==> config.mk <==
export PLATFORM = sky130hd
export DESIGN_NAME = dut_halfband_decim
export DESIGN_NICKNAME = d
export VERILOG_FILES = /design/src/rtl/dut_halfband_decim_pkg.sv /design/src/rtl/dut_halfband_decim.sv
export SDC_FILE = /design/constraint.sdc
export NUM_CORES = 1
export LEC_CHECK = 0
export ABC_AREA = 1
export CORE_MARGIN = 2
export CORE_UTILIZATION = 60
export DETAILED_ROUTE_END_ITERATION = 6
export GPL_ROUTABILITY_DRIVEN = 0
export HOLD_SLACK_MARGIN = 0.02
export PLACE_DENSITY = 0.78
export SYNTH_ARGS = -nofsm -noshare
export SYNTH_HDL_FRONTEND = slang
export SYNTH_SLANG_ARGS = --single-unit
==> constraint.sdc <==
create_clock -name clk -period 24.2 [get_ports clk]
set_input_delay 4.84 -clock clk [delete_from_list [all_inputs] [get_ports clk]]
set_output_delay 4.84 -clock clk [all_outputs]
set_load 0.02 [all_outputs]
==> src/rtl/dut_halfband_decim_pkg.sv <==
// Shared definitions for the halfband decimator slice.
//
// Holds the sample width, the accumulator width, the four non-zero
// coefficient values of the 11-tap halfband kernel and the output
// saturation helper used when the wide sum is brought back to 1s17.
//
// Kernel layout (h[0]..h[10]):
//   C5 0 C3 0 C1 C0 C1 0 C3 0 C5
// The odd taps are exactly zero, which is what makes the halfband
// structure cheap: only three symmetric pairs plus the centre tap multiply.
package dut_halfband_decim_pkg;

    localparam int W     = 18;          // sample / coefficient width (1s17)
    localparam int PREW  = W + 1;       // width of a symmetric pre-add
    localparam int SUMW  = 38;          // accumulator width, no internal overflow
    localparam int FRAC  = 17;          // fractional bits of a 1s17 value
    localparam int TAPS  = 11;

    typedef logic signed [W-1:0] sample_t;

    localparam sample_t C0 = 18'sd65536;     // centre tap h[5] = 0.5
    localparam sample_t C1 = 18'sd40960;     // h[4], h[6]
    localparam sample_t C3 = -18'sd9216;     // h[2], h[8]
    localparam sample_t C5 = 18'sd1024;      // h[0], h[10]

    localparam sample_t SAMPLE_MAX = 18'sh1FFFF;   //  131071
    localparam sample_t SAMPLE_MIN = 18'sh20000;   // -131072

    localparam logic signed [SUMW-1:0] SAT_MAX = SUMW'(SAMPLE_MAX);
    localparam logic signed [SUMW-1:0] SAT_MIN = SUMW'(SAMPLE_MIN);

    // Drop the product fraction with an arithmetic shift (rounds toward
    // -inf) and clamp into the 1s17 range. The step response of this
    // kernel overshoots full scale, so the clamp is genuinely exercised.
    function automatic sample_t saturate(input logic signed [SUMW-1:0] s);
        logic signed [SUMW-1:0] q;
        q = s >>> FRAC;
        if (q > SAT_MAX) begin
            return SAMPLE_MAX;
        end else if (q < SAT_MIN) begin
            return SAMPLE_MIN;
        end else begin
            return W'(q);
        end
    endfunction

endpackage

==> src/rtl/dut_halfband_decim.sv <==
// 11-tap halfband FIR, decimate-by-2.
//
// Samples enter an 11-deep delay line on sys_clk2_en. On sam_clk_en the
// filter sum of the current (pre-edge) line is truncated, saturated and
// registered on y. Because sam_clk_en is half the input rate, only every
// second filter output is kept.
//
// Ports:
//   clk          in  system clock, rising edge
//   reset        in  asynchronous, active-low; clears delay line and y
//   sys_clk2_en  in  input sample strobe
//   sam_clk_en   in  output strobe (normally coincident with sys_clk2_en)
//   x_in         in  signed 1s17 input sample
//   y            out signed 1s17 filtered, decimated output
module dut_halfband_decim
    import dut_halfband_decim_pkg::*;
(
    input  logic    clk,
    input  logic    reset,
    input  logic    sys_clk2_en,
    input  logic    sam_clk_en,
    input  sample_t x_in,
    output sample_t y
);

    sample_t taps [TAPS];

    logic signed [PREW-1:0] pre_c5;
    logic signed [PREW-1:0] pre_c3;
    logic signed [PREW-1:0] pre_c1;

    logic signed [SUMW-1:0] prod_c5;
    logic signed [SUMW-1:0] prod_c3;
    logic signed [SUMW-1:0] prod_c1;
    logic signed [SUMW-1:0] prod_c0;
    logic signed [SUMW-1:0] filt_sum;

    // Delay line: shifts only on the input strobe, otherwise frozen.
    always_ff @(posedge clk or negedge reset) begin
        if (!reset) begin
            for (int k = 0; k < TAPS; k++) begin
                taps[k] <= '0;
            end
        end else if (sys_clk2_en) begin
            taps[0] <= x_in;
            for (int k = 1; k < TAPS; k++) begin
                taps[k] <= taps[k-1];
            end
        end
    end

    // Symmetric pairs share a coefficient, so add them first and multiply
    // once. The odd taps are zero and never reach a multiplier.
    assign pre_c5 = PREW'(taps[0]) + PREW'(taps[10]);
    assign pre_c3 = PREW'(taps[2]) + PREW'(taps[8]);
    assign pre_c1 = PREW'(taps[4]) + PREW'(taps[6]);

    assign prod_c5 = SUMW'(pre_c5)  * SUMW'(C5);
    assign prod_c3 = SUMW'(pre_c3)  * SUMW'(C3);
    assign prod_c1 = SUMW'(pre_c1)  * SUMW'(C1);
    assign prod_c0 = SUMW'(taps[5]) * SUMW'(C0);

    assign filt_sum = prod_c5 + prod_c3 + prod_c1 + prod_c0;

    // Output register samples the sum of the line as it stood before this
    // edge, so a coincident shift never leaks into the same output.
    always_ff @(posedge clk or negedge reset) begin
        if (!reset) begin
            y <= '0;
        end else if (sam_clk_en) begin
            y <= saturate(filt_sum);
        end
    end

endmodule

* After elaboration in Yosys (flattened, before gate mapping) *
Cells that the tools add are included.
W data, S select, Z words.

word-level totals
  output and inout port bits = 18
  bits in writable memories = 0
  bits of input ports = 22
  bits in latches = 0
  logic and storage cells = 24
  ROM bits = 0
  flip-flop bits (word level) = 216
  memories kept = 0

cells by class
  shift-type cells = 0
  order comparisons = 2
  eq/ne operators = 0
  reductions and logical operators = 0
  divide/modulo/power cells = 0
  bitwise operators = 0
  multiplexer cells = 2
  $mul = 2
  add/sub/neg operators = 6

operator list
  cell                     count
  $add A18 B18 Y19         3
  $add A37 B34 Y38         1
  $add A35 B36 Y37         1
  $mux W18                 2
  $add A29 B34 Y35         1
  $mul A19 B5 Y24 const B  1
  $mul A19 B4 Y23 const B  1
  $gt A21 B18 Y1 const B   1
  $lt A21 B18 Y1 const B   1

* Logic depth before layout (Yosys ltp) *
Gate-level depths: netlist of the first run.

  depth after elaboration = 8
  depth in mapped cells = 46
  mapped depth without buffers = 45

* Worst setup path after synthesis of the first run *
OpenSTA, ideal clock, no wires.

  path kind = register to register
  start = register taps[36] (netlist name)
  end = register y[10]
  period minus slack after synthesis = 7.733 ns
  data required time = 24.079 ns
  buffers on the path = 1
  library setup time = 0.121 ns
  cell stages (with the launch flop) = 41
  arrival time = 7.613 ns
  path slack = 16.467 ns
  path through = dfrtp_1 -> ha_1 -> fa_1 -> nand3_1 -> nand2_1 -> nand2_1 -> nand2_1 -> a21oi_2 -> o21bai_1 -> a21boi_0 -> xor2_1 -> inv_1 -> ha_1 -> fa_1 -> inv_1 -> fa_1 -> inv_1 -> ha_1 -> [... 5 more ...] -> o21ai_0 -> xor2_1 -> fa_1 -> inv_1 -> fa_1 -> inv_1 -> ha_1 -> a21oi_1 -> nand2_1 -> a21oi_1 -> nand3_1 -> nand2_1 -> nand2_1 -> nor2_2 -> nand2_2 -> a21oi_4 -> buf_6 -> a21oi_2

between the ends
  longest elaborated chain between the ends = 8
  elaborated cells on any way between the ends = 9
  those cells by class = 4 x add/sub; 1 x mul; 2 x order compare; 2 x mux

RTL lines
  element                            RTL line                      text
  from (decl)                        dut_halfband_decim.sv:26      sample_t taps [TAPS];
  from (signal, indexed assignment)  dut_halfband_decim.sv:47      taps[k] <= taps[k-1];
  $add A18 B18 Y19 *                 dut_halfband_decim.sv:55      assign pre_c3 = PREW'(taps[2]) + PREW'(taps[8]);
  $mul A19 B5 Y24 *                  dut_halfband_decim.sv:59      assign prod_c3 = SUMW'(pre_c3) * SUMW'(C3);
  $add A29 B34 Y35 *                 dut_halfband_decim.sv:63      assign filt_sum = prod_c5 + prod_c3 + prod_c1 + prod_c0;
  $add A35 B36 Y37 *                 dut_halfband_decim.sv:63
  $add A37 B34 Y38 *                 dut_halfband_decim.sv:63
  $lt A21 B18 Y1                     dut_halfband_decim_pkg.sv:40  end else if (q < SAT_MIN) begin
  $mux W18                           dut_halfband_decim_pkg.sv:40
  $mux W18 *                         dut_halfband_decim_pkg.sv:38  if (q > SAT_MAX) begin
  to (signal assigned)               dut_halfband_decim.sv:71      y <= saturate(filt_sum);
  to (decl)                          dut_halfband_decim.sv:23      output sample_t y

Every way passes the cells marked *; elsewhere a longest branch is shown, timed or not.
A chain may end at the register's enable or synchronous reset.

* Worst setup path in the final report of the first run *
  start = register taps[36] (netlist name)
  end = register y[3]

Same word-level chain as after synthesis.

==> flow_summary.ini, run 1 <==
[clock_network]
clockBufferDepth = 3
holdBufCountCts = 0
root_buffer = sky130_fd_sc_hd__clkbuf_16
worstSkewPairLatency_ns = 0.52
cts-buffers-inserted = 24
cts-resized-gates = 0
cts.repair_timing.setup_buffer_count = 0
cts.reportedPaths.clkPinSlew_ns = 0.06
cts-htree-levels = 1
cts.sink_count = 216
tritoncts = yes

[route]
drtIter0Drc = 835
drt_wl_total_um = 38100
detailed_router_iteration_count_before_antenna_repair = 7
drt-vias-per-instance = 5.39
drc = 3
vias = 13400
route.antenna.remaining_nets = 0
drt-wirelength-per-cell_um = 15.4

[critical_path]
delay_heaviest_family_cp = adder cells
crit_end_category = flop
critPathMaxStageDelay_ns = 0.57
worst_setup_path_start_kind = flop
critical_path_buf_inv_count = 5
cp_common_cell = sky130_fd_sc_hd__nand2_1
worstSetupPathDepth = 40
worstPathRequired_ns = 24.57
path_max_fanout = 17
worst-endpoint-arrival_ns = 9.46
worst_path_max_delay_cell = sky130_fd_sc_hd__fa_1
critPathKind = reg -> reg
reg2regPathDepth = 40

[floorplanning]
floorplan.initialDensity = 0.606
fp-row-count = 61
die_area_mm2 = 0.0294
dieHeight_um = 171
ios = 40
chipWidth_um = 171
core_region_area_mm2 = 0.0277

[global_route]
pin_count_of_the_biggest_net_entering_global_routing = 195
wire_length_of_the_first_global_routing_pass_um = 63700
via_count_of_the_first_global_routing_pass = 13500
gr-total-overflow = 0
antenna_found_initial = 0
track_usage = 0.271

[sta]
final_hold_viol_count = 0
max-slew-margin-rel = 0.347
final.min_clock_period_ns = 9.09
min_period_over_period = 0.375
maximum_clock_skew_at_final_layout_ns = 0.00968
worst_margin_slew_ns = 0.979
timing.final.setup_violations = 0
final.setup.tns_ns = 0
grt_setup_unrepaired = no
achievable-frequency_ghz = 0.110
report.final.slew_viol_count = 0

[yosys]
synth_fp_nets = 2329
post_synth_instance_area_mm2 = 0.0168
yosysWarningCount = 0
ys_types = 50
total_of_flip_flops_plus_latches_after_synthesis = 216
netlist_instances = 2061
synth.yosys.seq_area_share = 0.322
synth_area_per_cell_um2 = 8.15

[finish]
design.final.nets = 2353
syn2layout_area_growth_pct = 9.17
mostFrequentLayoutCell = sky130_fd_sc_hd__nand2_1
sequential_cell_area_mm2 = 0.00541
antenna-diode-count = 0
multiInputGateArea_mm2 = 0.00986
layout-drive-gt1-share = 0.0580
num-fill-cells = 2321
most_used_cells_in_the_layout_excluding_fill_and_tap_cells = sky130_fd_sc_hd__nand2_1, sky130_fd_sc_hd__inv_1, sky130_fd_sc_hd__dfrtp_1

[place]
place.detailed.hpwl_um = 30300
port-buffer-count = 39

[job]
max_cap_viol_count = 0

[hold_path]
holdPathStages = 2
holdCritPathClass = reg -> reg

[run_status]
outcome = complete, but fails checks
violated_checks = design-rule violations
==> area by class of cell <==
cell class | instances | share of cell area
Timing Repair Buffer | 44 | 0.0239
Tap cell | 378 | 0.0258
Inverter | 354 | 0.0724
Sequential cell | 216 | 0.295
Clock buffer | 29 | 0.0359
Clock inverter | 14 | 0.00962
Multi-Input combinational cell | 1445 | 0.538
==> flip-flops by register name, indices dropped and copies added (netlist names) <==
register and count:
y 18, taps 198
==> per-layer routing <==
metal | GRT usage | up-vias | part of all wire
li1 | - | 6623 | -
met1 | 0.363 | 6362 | 0.45
met2 | 0.451 | 290 | 0.47
met3 | 0.0382 | 99 | 0.051
met4 | 0.0980 | 0 | 0.037
met5 | 0 | - | 0
==> cell families (layout without fill, tap and decap cells) <==
group           count (synthesis)  in the layout  share of synthesized area
mux                            18             18                     0.0121
flops                         216            216                      0.322
compound gates                418            418                      0.135
xor+xnor                      113            113                     0.0616
fa+ha+maj                     246            246                      0.219
buf+inv                       400            441                     0.0913
simple gates                  650            650                      0.159
==> cells in the mapped netlist (all sizes together) <==
cell type	instances	area [um^2]
inv	354	1330
o21ai	145	729
xor2	77	689
o22ai	1	6.26
a21o	9	67.6
nor2	191	757
buf	10	70.1
xnor2	36	345
mux2	18	203
o2111ai	1	8.76
a21oi	224	1170
o211a	1	10.0
o21bai	12	90.1
clkbuf	36	135
or2	1	6.26
nand3b	1	7.51
fa	81	1620
nand3	45	225
nand2	381	1480
nor3	11	60.1
nor3b	1	7.51
ha	165	2060
o31ai	4	30.0
a21boi	6	45.1
a31oi	6	37.5
nand4	12	75.1
o211ai	3	22.5
o21a	4	30.0
dfrtp	216	5410
nor4	6	43.8
a22oi	1	7.51
and2	1	6.26
o221ai	1	8.76
==> path summary, 6_finish.rpt <==
| check | end | from | slack (ns) |
|---|---|---|---|
| min reg2reg | taps[144]$_DFFE_PN0P_ | taps[162]$_DFFE_PN0P_ | 0.48 |
| min in group asynchronous | taps[180]$_DFFE_PN0P_ | reset | 4.35 |
| max in group asynchronous | taps[106]$_DFFE_PN0P_ | reset | 17.84 |
| max reg2reg | y[3]$_DFFE_PN0P_ | taps[36]$_DFFE_PN0P_ | 15.11 |
| max | y[3]$_DFFE_PN0P_ | taps[36]$_DFFE_PN0P_ | 15.11 |
| min | taps[144]$_DFFE_PN0P_ | taps[162]$_DFFE_PN0P_ | 0.48 |
==> worst register-to-register path: cells and delay by family (launching register included) <==
kind / cells / cell delay [ns]
buffers and inverters: 5 / 0.37
DFF: 1 / 0.38
and+or+nand+nor: 13 / 1.37
AOI/OAI and AO/OA: 11 / 2.33
adders and majority gates: 9 / 4.03
xor gates and xnor gates: 2 / 0.46
==> metrics by stage <==
step | instance area [um^2] | setup slack [ns] | hold WS (ns) | utilization | cells
final | 18300 | 15.11 | 0.482 | 0.662 | 2480
after global routing | 18300 | 14.42 | 0.512 | 0.662 | 2480
after CTS | 18300 | 15.20 | 0.488 | 0.662 | 2480
after detailed placement | 17500 | 15.20 | 0.471 | 0.632 | 2437
after floorplan | 16800 | 16.47 | 0.451 | - | 2061
after global placement | 17500 | 15.48 | 0.466 | 0.632 | 2437
Power of run 1 is not shown: default switching activity piles up to over one toggle a cycle in this logic, so the estimate is an artifact.
==> inputs of run 2 (changes only) <==
--- a/config.mk
+++ b/config.mk
@@ -7,7 +7,7 @@
 export LEC_CHECK = 0
 export ABC_AREA = 1
 export CORE_MARGIN = 2
-export CORE_UTILIZATION = 60
+export CORE_UTILIZATION = 58
 export DETAILED_ROUTE_END_ITERATION = 6
 export GPL_ROUTABILITY_DRIVEN = 0
 export HOLD_SLACK_MARGIN = 0.02
==> constraint.sdc (replaced) <==
create_clock -name clk -period 7.4 [get_ports clk]
set_input_delay 1.48 -clock clk [delete_from_list [all_inputs] [get_ports clk]]
set_output_delay 1.48 -clock clk [all_outputs]
set_load 0.02 [all_outputs]
==> flow_summary.ini, run 2 (synthesis results as in run 1) <==
[job]
max_cap_viol_count = 0

[clock_network]
cts-buffers-inserted = 24
clockBufferDepth = 3
cts.sink_count = 216
root_buffer = sky130_fd_sc_hd__clkbuf_16
holdBufCountCts = 0
tritoncts = yes
cts.reportedPaths.clkPinSlew_ns = 0.06
cts-htree-levels = 1
worstSkewPairLatency_ns = 0.54

[route]
route.antenna.remaining_nets = 0
drt-wirelength-per-cell_um = 16.3
drc = 1
drtIter0Drc = 969
drt_wl_total_um = 43600
drt-vias-per-instance = 5.47
vias = 14600
detailed_router_iteration_count_before_antenna_repair = 7

[finish]
design.final.nets = 2538
mostFrequentLayoutCell = sky130_fd_sc_hd__inv_1
syn2layout_area_growth_pct = 22.9
max_flop_register = taps
final_core_utilization = 0.721
layout-drive-gt1-share = 0.194
most_used_cells_in_the_layout_excluding_fill_and_tap_cells = sky130_fd_sc_hd__inv_1, sky130_fd_sc_hd__nand2_1, sky130_fd_sc_hd__dfrtp_1
layout_top_registers = taps x198, y x18
final_standard_cell_area_without_fillers_mm2 = 0.0207
antenna-diode-count = 0
instances_no_fill = 2672
largest_reg_flops = 198

[critical_path]
worst_path_max_delay_cell = sky130_fd_sc_hd__fa_1
reg2regPathDepth = 45
critPathKind = reg -> reg
worstPathRequired_ns = 7.82
critPathMaxStageDelay_ns = 0.53
cp_common_cell = sky130_fd_sc_hd__nand2_2
worst_setup_path_start_kind = flop
crit_end_category = flop
worst-endpoint-arrival_ns = 8.19
path_max_fanout = 8

[sta]
final_hold_viol_count = 0
report.final.slew_viol_count = 0
maximum_clock_skew_at_final_layout_ns = 0.0406
worst_margin_slew_ns = 0.975
final.setup.worst_slack_ns = -0.375
min_period_over_period = 1.05
timing.final.setup_violations = 18
achievable-frequency_ghz = 0.129
max-slew-margin-rel = 0.350
grt_setup_unrepaired = yes
final.min_clock_period_ns = 7.78
finalHoldWorstSlack_ns = 0.490

[floorplanning]
floorplan.initialDensity = 0.587
fp-row-count = 62
chipWidth_um = 174
core_region_area_mm2 = 0.0286
dieHeight_um = 174
ios = 40
die_area_mm2 = 0.0303

[global_route]
pin_count_of_the_biggest_net_entering_global_routing = 206
wire_length_of_the_first_global_routing_pass_um = 69500
gr-total-overflow = 0
track_usage = 0.280
antenna_found_initial = 0
via_count_of_the_first_global_routing_pass = 14800

[run_status]
violated_checks = design-rule violations, negative setup slack
outcome = complete, but fails checks

[hold_path]
holdPathStages = 2
holdCritPathClass = reg -> reg

[place]
place.detailed.hpwl_um = 31700
placed_area_mm2 = 0.0189
port-buffer-count = 39
placed_cells = 2602
==> run 2: changes by cell type in the layout (fill, tap and decap cells not counted), sizes merged <==
| cell | before | now |
|---|---|---|
| buf | 7 | 190 |
| clkbuf | 29 | 37 |
| bufinv | 3 | 0 |
| clkinvlp | 4 | 2 |
| nand2 | 381 | 383 |
| clkinv | 6 | 5 |
| inv | 355 | 354 |
==> run 2: critical path, delay by kind of cell, from the launching register on <==
kind            cells  cell delay (ns)
compound gates      6             0.75
xor+xnor            2             0.30
fa+ha+maj           9             3.42
buf+inv             8             0.76
flops               1             0.40
simple gates       20             2.02
==> run 2: worst paths after layout <==
path / from / endpoint / slack (ns)
setup reg to reg: taps[36]$_DFFE_PN0P_ / y[8]$_DFFE_PN0P_ / -0.38
max in group asynchronous: reset / taps[32]$_DFFE_PN0P_ / 5.32
min in group asynchronous: reset / y[4]$_DFFE_PN0P_ / 0.83
hold reg to reg: taps[126]$_DFFE_PN0P_ / taps[108]$_DFFE_PN0P_ / 0.49
hold / removal: taps[126]$_DFFE_PN0P_ / taps[108]$_DFFE_PN0P_ / 0.49
setup / recovery: taps[36]$_DFFE_PN0P_ / y[8]$_DFFE_PN0P_ / -0.38
==> run 2: layout make-up <==
class | instances | area (um^2)
multi-input cells | 1447 | 10800
flip-flops and latches | 216 | 5410
fillers | 1988 | 7970
clock buffers | 37 | 711
inverters | 354 | 1330
clock inverters | 7 | 47.5
repair buffers | 227 | 1890
well taps | 384 | 480
==> run 2: per-layer routing <==
metal	vias up	track usage	wire length, um
li1	7007	-	-
met1	7039	0.353	18300
met2	438	0.484	21200
met3	141	0.0374	2010
met4	0	0.118	2100
met5	-	0	0
==> run 2: metrics by stage <==
step | setup WS, ns | setup TNS (ns)
global route | -0.616 | -10.15
finish | -0.375 | -5.82
detailed placement | -0.417 | -6.78
floorplan | 0.00256 | 0
global placement | -0.281 | -4.64
CTS | -0.0505 | -0.687
==> run 2: timing repair <==
item,4_1_cts,5_1_grt
gates cloned,2,2
setup buffers,15,8
resized for setup,96,70
pin swaps,58,37
setup endpoints to repair,18,18
Power of run 2 is left out for the same reason.
==> inputs of run 3 (changes only) <==
--- a/config.mk
+++ b/config.mk
@@ -6,12 +6,14 @@
 export NUM_CORES = 1
 export LEC_CHECK = 0
 export ABC_AREA = 1
+export ABC_CLOCK_PERIOD_IN_PS = 7400
 export CORE_MARGIN = 2
 export CORE_UTILIZATION = 58
 export DETAILED_ROUTE_END_ITERATION = 6
 export GPL_ROUTABILITY_DRIVEN = 0
 export HOLD_SLACK_MARGIN = 0.02
 export PLACE_DENSITY = 0.78
+export SLEW_MARGIN = 20
 export SYNTH_ARGS = -nofsm -noshare
 export SYNTH_HDL_FRONTEND = slang
 export SYNTH_SLANG_ARGS = --single-unit
==> results of run 3 <==
No change in the layout: final DEF, timing and power equal those of run 2.
Power of run 3 is left out for the same reason.
